### config.mk
export PLATFORM = sky130hd
export DESIGN_NAME = sd_dac
export DESIGN_NICKNAME = d
export VERILOG_FILES = /design/src/rtl/sd_dac_pkg.sv /design/src/rtl/sd_dac_mod.sv /design/src/rtl/sd_dac.sv
export SDC_FILE = /design/constraint.sdc
export NUM_CORES = 1
export LEC_CHECK = 0
export BUFFER_PORTS_ARGS = -buffer_cell sky130_fd_sc_hd__buf_2
export CAP_MARGIN = 20
export CORE_UTILIZATION = 45
export DETAILED_ROUTE_END_ITERATION = 12
export PLACE_DENSITY_LB_ADDON = 0.05
export SLEW_MARGIN = 20
export SYNTH_ARGS = -nofsm -noshare
export SYNTH_HDL_FRONTEND = slang
export SYNTH_SLANG_ARGS = --single-unit
### constraint.sdc
create_clock -name clk -period 2.47 [get_ports clk]
set_input_delay 0.1235 -clock clk [delete_from_list [all_inputs] [get_ports clk]]
set_output_delay 0.1235 -clock clk [all_outputs]
set_load 0.03 [all_outputs]
### src/rtl/sd_dac_pkg.sv
// rtl/sd_dac_pkg.sv - shared types, sizing and density helper for the sigma-delta DAC
package sd_dac_pkg;

   typedef enum logic [1:0] {
      ST_IDLE  = 2'd0,
      ST_PRIME = 2'd1,
      ST_RUN   = 2'd2
   } state_t;

   localparam int DEF_OSR = 64;
   localparam int CNT_W   = $clog2(DEF_OSR);

   function automatic int cnt_w(input int osr);
      return (osr <= 2) ? 1 : $clog2(osr);
   endfunction

   // Ones emitted after n cycles of constant word c, starting from accumulator acc0.
   function automatic int unsigned exp_ones(input int unsigned acc0, input int unsigned c,
                                            input int unsigned n, input int unsigned width);
      return (acc0 + c * n) >> width;
   endfunction

endpackage

### src/rtl/sd_dac_mod.sv
// rtl/sd_dac_mod.sv - first-order error accumulator and registered bitstream output
module sd_dac_mod
   import sd_dac_pkg::*;
#(
   parameter int WIDTH = 8
) (
   input  logic             clk,
   input  logic             rst_n,
   input  logic             clr,
   input  logic             en,
   input  logic [WIDTH-1:0] cur,
   output logic             bit_out
);

   logic [WIDTH-1:0] acc;
   logic [WIDTH:0]   sum;

   assign sum = {1'b0, acc} + {1'b0, cur};

   // The carry out is the output bit; the remainder is kept so error carries across periods.
   always_ff @(posedge clk or negedge rst_n) begin
      if (!rst_n) begin
         acc     <= '0;
         bit_out <= 1'b0;
      end else if (clr) begin
         acc     <= '0;
         bit_out <= 1'b0;
      end else if (en) begin
         acc     <= sum[WIDTH-1:0];
         bit_out <= sum[WIDTH];
      end
   end

endmodule

### src/rtl/sd_dac.sv
// rtl/sd_dac.sv - sigma-delta DAC top: handshake, look-ahead buffer, period counter, FSM
module sd_dac
   import sd_dac_pkg::*;
#(
   parameter int WIDTH = 8,
   parameter int OSR   = DEF_OSR
) (
   input  logic             clk,
   input  logic             rst_n,
   input  logic             enable,
   input  logic [WIDTH-1:0] din,
   input  logic             din_valid,
   output logic             din_ready,
   output logic             bit_out,
   output logic             sample_tick,
   output logic             underrun,
   output logic             busy
);

   localparam int CW = cnt_w(OSR);

   state_t           state, state_nx;
   logic [WIDTH-1:0] cur, pend;
   logic             pend_full;
   logic [CW-1:0]    cnt;
   logic             accept;

   assign sample_tick = (state == ST_RUN) && (cnt == CW'(OSR - 1));
   assign din_ready   = enable && (state != ST_IDLE) && (!pend_full || sample_tick);
   assign accept      = din_valid && din_ready;
   assign underrun    = sample_tick && !pend_full && !accept;
   assign busy        = (state == ST_RUN);

   always_ff @(posedge clk or negedge rst_n) begin
      if (!rst_n) state <= ST_IDLE;
      else        state <= state_nx;
   end

   always_comb begin
      state_nx = state;
      if (!enable) begin
         state_nx = ST_IDLE;
      end else begin
         case (state)
            ST_IDLE:  state_nx = ST_PRIME;
            ST_PRIME: if (accept) state_nx = ST_RUN;
            ST_RUN:   state_nx = ST_RUN;
            default:  state_nx = ST_IDLE;
         endcase
      end
   end

   always_ff @(posedge clk or negedge rst_n) begin
      if (!rst_n) begin
         cur       <= '0;
         pend      <= '0;
         pend_full <= 1'b0;
         cnt       <= '0;
      end else if (!enable) begin
         cur       <= '0;
         pend      <= '0;
         pend_full <= 1'b0;
         cnt       <= '0;
      end else begin
         case (state)
            ST_PRIME: begin
               if (accept) begin
                  cur <= din;
                  cnt <= '0;
               end
            end
            ST_RUN: begin
               cnt <= sample_tick ? '0 : cnt + CW'(1);
               // Period end: promote the buffered word, or take a same-cycle word straight in.
               if (sample_tick) begin
                  if (pend_full) begin
                     cur <= pend;
                     if (accept) pend <= din;
                     else        pend_full <= 1'b0;
                  end else if (accept) begin
                     cur <= din;
                  end
               end else if (accept) begin
                  pend      <= din;
                  pend_full <= 1'b1;
               end
            end
            default: ;
         endcase
      end
   end

   sd_dac_mod #(.WIDTH(WIDTH)) u_mod (
      .clk     (clk),
      .rst_n   (rst_n),
      .clr     (!enable || (state != ST_RUN)),
      .en      (state == ST_RUN),
      .cur     (cur),
      .bit_out (bit_out)
   );

endmodule

Yosys cells after proc, flatten, opt, wreduce, memory -nomap -nowiden

Cells that the tools add are included.

Muxes and demuxes: 27
Equality and inequality tests: 10
$add $sub $neg: 2
Reductions and logical operators: 18

Operators by type and width:

| kind                  | count |
|---|---|
| $mux W8               | 11 |
| $mux W6               | 3 |
| $pmux W8 S2           | 1 |
| $pmux W6 S2           | 1 |
| $add A8 B8 Y9         | 1 |
| $mux W1               | 8 |
| $reduce_and A2 Y1     | 4 |
| $add A6 B1 Y6 const B | 1 |
| $eq A6 B6 Y1 const B  | 1 |
| $logic_and A1 B1 Y1   | 6 |
| $ne A3 B1 Y1 const B  | 2 |
| $ne A3 B3 Y1 const B  | 2 |
| $pmux W2 S3           | 1 |
| $mux W2               | 2 |
| $reduce_bool A2 Y1    | 2 |
| $logic_not A1 Y1      | 3 |
| $ne A3 B2 Y1 const B  | 1 |
| $eq A2 B1 Y1 const B  | 1 |
| $eq A2 B2 Y1 const B  | 1 |
| $logic_not A2 Y1      | 1 |
| $logic_or A1 B1 Y1    | 2 |
| $ne A2 B1 Y1 const B  | 1 |
| $ne A2 B2 Y1 const B  | 1 |

Register bits after elaboration: 34
Output and inout port bits: 5
Input port bits: 12
Word-level logic and storage cells: 64

Depth between registers and ports, before layout

Word-level depth: 10
Mapped depth: 7
Gate-level depth less buffers: 7

Cells and area by module

From an unflattened synthesis, not the netlist that was laid out.

Cells, all modules: 199
Area, all modules: 2112.0 um2

Modules (own cells, without submodules):

| module     | area an instance (um2) | cells an instance | sequential area each (um2) | instances |
|---|---|---|---|---|
| sd_dac     | 1405.1                 | 126               | 625.6                      | 1 |
| sd_dac_mod | 706.9                  | 73                | 225.2                      | 1 |

Least setup slack after synthesis

Ideal clock, no wire load.

Path kind: register to output
From: register state[0]
To: output port underrun
Data arrival time: 2.232 ns
Setup slack: 0.114 ns
Data required time: 2.346 ns
Stages on the path, launching flop included: 6
Path buffers: 0
Path through: dfrtp_1 -> inv_1 -> ha_1 -> nand4_4 -> or2_2 -> a211oi_1

Longest elaborated chain between the ends: 7
Elaborated cells between the ends (all ways): 10
Those cells by class: eq/ne: 1; reduce/logical: 9

Ends and longest elaborated chain:

| what                     | RTL line     | RTL |
|---|---|---|
| start: declaration       | sd_dac.sv:22 | `state_t state, state_nx;` |
| start signal: assignment | sd_dac.sv:36 | `else state <= state_nx;` |
| $eq A2 B2 Y1 *           | --           |  |
| via busy                 | sd_dac.sv:17 | `output logic busy` |
| $logic_and A1 B1 Y1 *    | sd_dac.sv:28 | `assign sample_tick = (state == ST_RUN) && (cnt == CW'(OSR - 1));` |
| $logic_or A1 B1 Y1       | sd_dac.sv:29 | `assign din_ready = enable && (state != ST_IDLE) && (!pend_full \|\| sample_tick);` |
| $logic_and A1 B1 Y1      | sd_dac.sv:29 |  |
| $logic_and A1 B1 Y1      | sd_dac.sv:30 | `assign accept = din_valid && din_ready;` |
| $logic_not A1 Y1         | sd_dac.sv:31 | `assign underrun = sample_tick && !pend_full && !accept;` |
| $logic_and A1 B1 Y1 *    | sd_dac.sv:31 |  |
| end: declaration         | sd_dac.sv:16 | `output logic underrun,` |

Mark *: on every way through the listed nets, which the timed path passes. The rest lies on a longest branch.

Worst setup path in the final report

From: register state[0]
To: output port underrun

Longest elaborated chain between the ends: 7
Elaborated cells between the ends (all ways): 10
Those cells by class: eq/ne: 1; reduce/logical: 9

Ends and longest elaborated chain:

| what                  | RTL line |
|---|---|
| $eq A2 B2 Y1          | sd_dac.sv:28 |
| $logic_and A1 B1 Y1   | sd_dac.sv:28 |
| $logic_or A1 B1 Y1    | sd_dac.sv:29 |
| $logic_and A1 B1 Y1   | sd_dac.sv:29 |
| $logic_and A1 B1 Y1   | sd_dac.sv:30 |
| $logic_not A1 Y1      | sd_dac.sv:31 |
| $logic_and A1 B1 Y1 * | sd_dac.sv:31 |

Mark *: on every way between the ends. The rest lies on a longest branch, timed or not.

==> impl_results.md <==
* Wire length of the first global-routing pass at 7030 um
* Storage element area at 851 sq um
* Max clock buf depth at 2
* Post-Synthesis Cell Area at 1990 sq um
* Number of storage elements in the synthesis netlist at 34
* Switching power at 0.550 mW
* First-pass detailed-route iteration total at 4
* Final instance area at 2220 sq um
* Via count of the first global-routing pass at 1509
* Post-synthesis instance total at 194
* Hold Crit Depth at 3
* Cell count of the worst reg-to-reg path at 7
* Number of setup violations in the final report at 0
* Count of fill cells added during filler insertion at 370
* Launching element of the worst setup path: state[0]
* Area occupied by multi-input gates at 1040 sq um
* CP Data Arrival Time at 1.98 ns
* CTS tree: built
* Number of I/O port buffers at 16
* RR Startpoint: state[0]
* Power share of the clock group at 0.270
* Number of rows created at floorplan at 23
* Global-route usage over all layers at 0.212
* Internal power component at 1.05 mW
* Rel. slew slack at 0.488
* Starting Density at 0.483
* Transition time of the tightest slew-check pin at 0.768 ns
* Dpl cells at 254
* Overflow after GRT at 0
* Power density normalized to cell area at 719 nW/um^2
* Die height at 68.5 um
* Detailed placement HPWL at 3030 um
* Placed inst area at 2120 sq um
* Max-Cap Viols at 0
* NumNets Final at 238
* Hold path startpoint: din[0]
* Largest delay share family, worst path: simple AND/OR/NAND/NOR gates
* Core Area at 4120 sq um
* Count of boundary I/O pins at 17
* IR drop worst, VDD at 333 uV
* Maximum number of pins on one net before global-route repair at 37
* Chain of cells forming the critical path: inv_1 -> ha_1 -> nand4_4 -> or2_2 -> a211oi_1 -> buf_2
* Total Negative Setup Slacks at 0 ns
* Start-to-end type of the worst setup path: flip-flop to output pin
* Reg-to-reg setup timing slack at 0.42 ns
* Critical path fanouts, max at 7
* Critical path data required time at 2.35 ns
* EDFF count, synth at 0
* Count of cells resized by post-cts repair at 0
* Minimum clock period at 2.11 ns
* Final instance count without filler cells at 263
* Critical-path top delay cell: sky130_fd_sc_hd__dfrtp_1
* Clock buffers created by TritonCTS at 5
* H-Tree Level Count at 2
* Buffers plus inverters on the worst setup path at 2
* Switching Share at 0.344
* Chip Width at 68.5 um
* R2r endpoint: pend[6]
* Vias after detailed routing at 1543
* Post-route DRC at 0
* Kind of end point of the critical path: output pin
* Fraction of power consumed by sequential logic at 0.419
* Number of antenna violations at the first check in global routing at 0
* Area of the die at 4690 sq um
* Fin. Hold Viols at 0
* Count of antenna-violating nets left after detailed routing at 0
* Register clock-pin slew on the reported worst setup and hold paths at 0.07 ns
* Count of unique library cells instantiated by Yosys at 37
* Synth warn at 0
* Post-DR vias/cell at 5.87
* Starting DRT DRC Count at 182
* Hold WC Path Type: input pin to flip-flop
* Total wirelength of the detailed-routed design at 4200 um
* Highest Clock Rate at 475 MHz
* Post-Route Skew at 0.00821 ns
* Max-slew violations at 0
* Unrepaired setup endpoints after global routing: no
* Routed wire length per instance at 16.0 um
* CTS Root Cell: sky130_fd_sc_hd__clkbuf_8
* TritonCTS sink count at 34
* Combinational fraction of design power at 0.311
* Maximum cell stage delay along the critical path at 0.40 ns
* Area grow syn2layout at 11.7%
* Clock Latency Late Sink at 0.29 ns
* Ys async rst share at 1.00
* Ratio of cells with drive above 1 in the final layout at 0.164
* Diodes inserted at 0
* Fin crit share at 0.853
* GPL Wtd Cong at 0.822
* Post-Syn Area per Cell at 10.2 sq um
* Syn nets at 220
* Leakage power figure at 1.05 nW
* Primary FF master, synth: sky130_fd_sc_hd__dfrtp_1
* Terminating pin of the worst hold path: pend[0]
* Status: completed
* Share of synthesized area occupied by flip-flops and latches at 0.428
* Launching element type of the critical path: flip-flop
## metrics by stage
stage,util,total power [mW],setup slack (ns),hold WS (ns)
after CTS,0.540,1.61,0.349,0.0734
after global placement,0.515,1.16,0.474,0.232
after detailed placement,0.515,1.18,0.390,0.250
after global routing,0.540,1.70,0.232,0.0761
after floorplan,-,1.05,0.114,-0.172
final,0.540,1.60,0.364,0.0772
## cells in the final DEF (no fill, tap or decap), drive strengths merged, types with 2 or more instances in the layout
| cell | count |
|---|---|
| a211oi | 3 |
| a21oi | 4 |
| a2bb2oi | 8 |
| and3 | 3 |
| buf | 19 |
| clkbuf | 7 |
| dfrtp | 34 |
| ha | 13 |
| inv | 16 |
| mux2i | 13 |
| nand2 | 16 |
| nand2b | 4 |
| nand3 | 7 |
| nand4 | 5 |
| nor2 | 9 |
| nor2b | 4 |
| nor3 | 2 |
| o2111ai | 5 |
| o211ai | 2 |
| o21a | 3 |
| o21ai | 6 |
| o221ai | 8 |
| o22ai | 2 |
| o31a | 2 |
| or2 | 3 |
| xnor2 | 3 |
## sequential cells by signal (all words and copies together) (netlist names)
| register | cells |
|---|---|
| pend_full | 1 |
| cnt | 6 |
| u_mod.acc | 8 |
| cur | 8 |
| state | 2 |
| u_mod.bit_out | 1 |
| pend | 8 |
## synthesized netlist by cell type (all sizes together), types with 2 or more instances
cell type | instances | area (sq um)
nand3 | 7 | 35.0
mux2i | 13 | 130
and3 | 3 | 18.8
o21ai | 6 | 30.0
a21oi | 4 | 20.0
inv | 16 | 60.1
o221ai | 8 | 70.1
o31a | 2 | 17.5
o211ai | 2 | 15.0
xnor2 | 3 | 26.3
nor3 | 2 | 10.0
nor2b | 4 | 25.0
nand2 | 16 | 60.1
ha | 13 | 163
clkbuf | 9 | 33.8
dfrtp | 34 | 851
o2111ai | 5 | 43.8
o22ai | 2 | 12.5
nand2b | 4 | 25.0
nand4 | 5 | 46.3
a2bb2oi | 8 | 70.1
o21a | 3 | 30.0
nor2 | 9 | 33.8
or2 | 3 | 18.8
a211oi | 3 | 22.5
## power groups by stage
| stage | sequential (mW) | combinational (mW) | clock (mW) |
|---|---|---|---|
| after floorplan | 0.661 | 0.385 | 0 |
| after global placement | 0.679 | 0.477 | 0 |
| after detailed placement | 0.682 | 0.498 | 0 |
| after CTS | 0.671 | 0.502 | 0.440 |
| after global routing | 0.678 | 0.557 | 0.469 |
| final | 0.670 | 0.497 | 0.431 |
## worst max-delay path by stage
stage,endpoint,slack (ns),cells after the start
after floorplan,underrun,0.11,5
after global placement,cnt[5],0.47,6
final,underrun,0.36,6
after global routing,underrun,0.23,6
after CTS,underrun,0.35,6
after detailed placement,pend[7],0.39,7
## timing repair
item,in CTS,in global routing
hold endpoints to repair,34,0
buffers inserted,0,0
hold buffers,1,0
## metal layers
layer,vias to the layer above,share of wire,GRT usage
li1,752,-,-
met1,757,0.47,0.259
met2,25,0.48,0.355
met3,9,0.034,0.0567
met4,0,0.015,0.0755
met5,-,0,0
## worst reg2reg max path, stage by stage (launching register included)
cell                      delay, ns
sky130_fd_sc_hd__dfrtp_1       0.40
sky130_fd_sc_hd__inv_1         0.10
sky130_fd_sc_hd__ha_1          0.22
sky130_fd_sc_hd__buf_4         0.21
sky130_fd_sc_hd__nand2_1       0.29
sky130_fd_sc_hd__nor4_4        0.30
sky130_fd_sc_hd__buf_4         0.23
sky130_fd_sc_hd__mux2i_1       0.21
## area by class of cell
cell class,instances,area share
clock buffer,7,0.0389
clock inverter,1,0.00225
inverter,16,0.0270
multi-input combinational,135,0.470
sequential,34,0.383
tap,50,0.0282
timing repair buffer,20,0.0507
## logic make-up (layout without fill, tap and decap cells)
logic type / Yosys count / count (layout) / share of synthesized area
and+or+nand+nor: 58 / 58 / 0.165
AOI/OAI and AO/OA: 47 / 47 / 0.189
DFF: 34 / 34 / 0.428
buffers and inverters: 25 / 44 / 0.0472
adders and majority gates: 14 / 14 / 0.0919
muxes: 13 / 13 / 0.0654
xor gates and xnor gates: 3 / 3 / 0.0132
(Power assumes the default switching activity.)
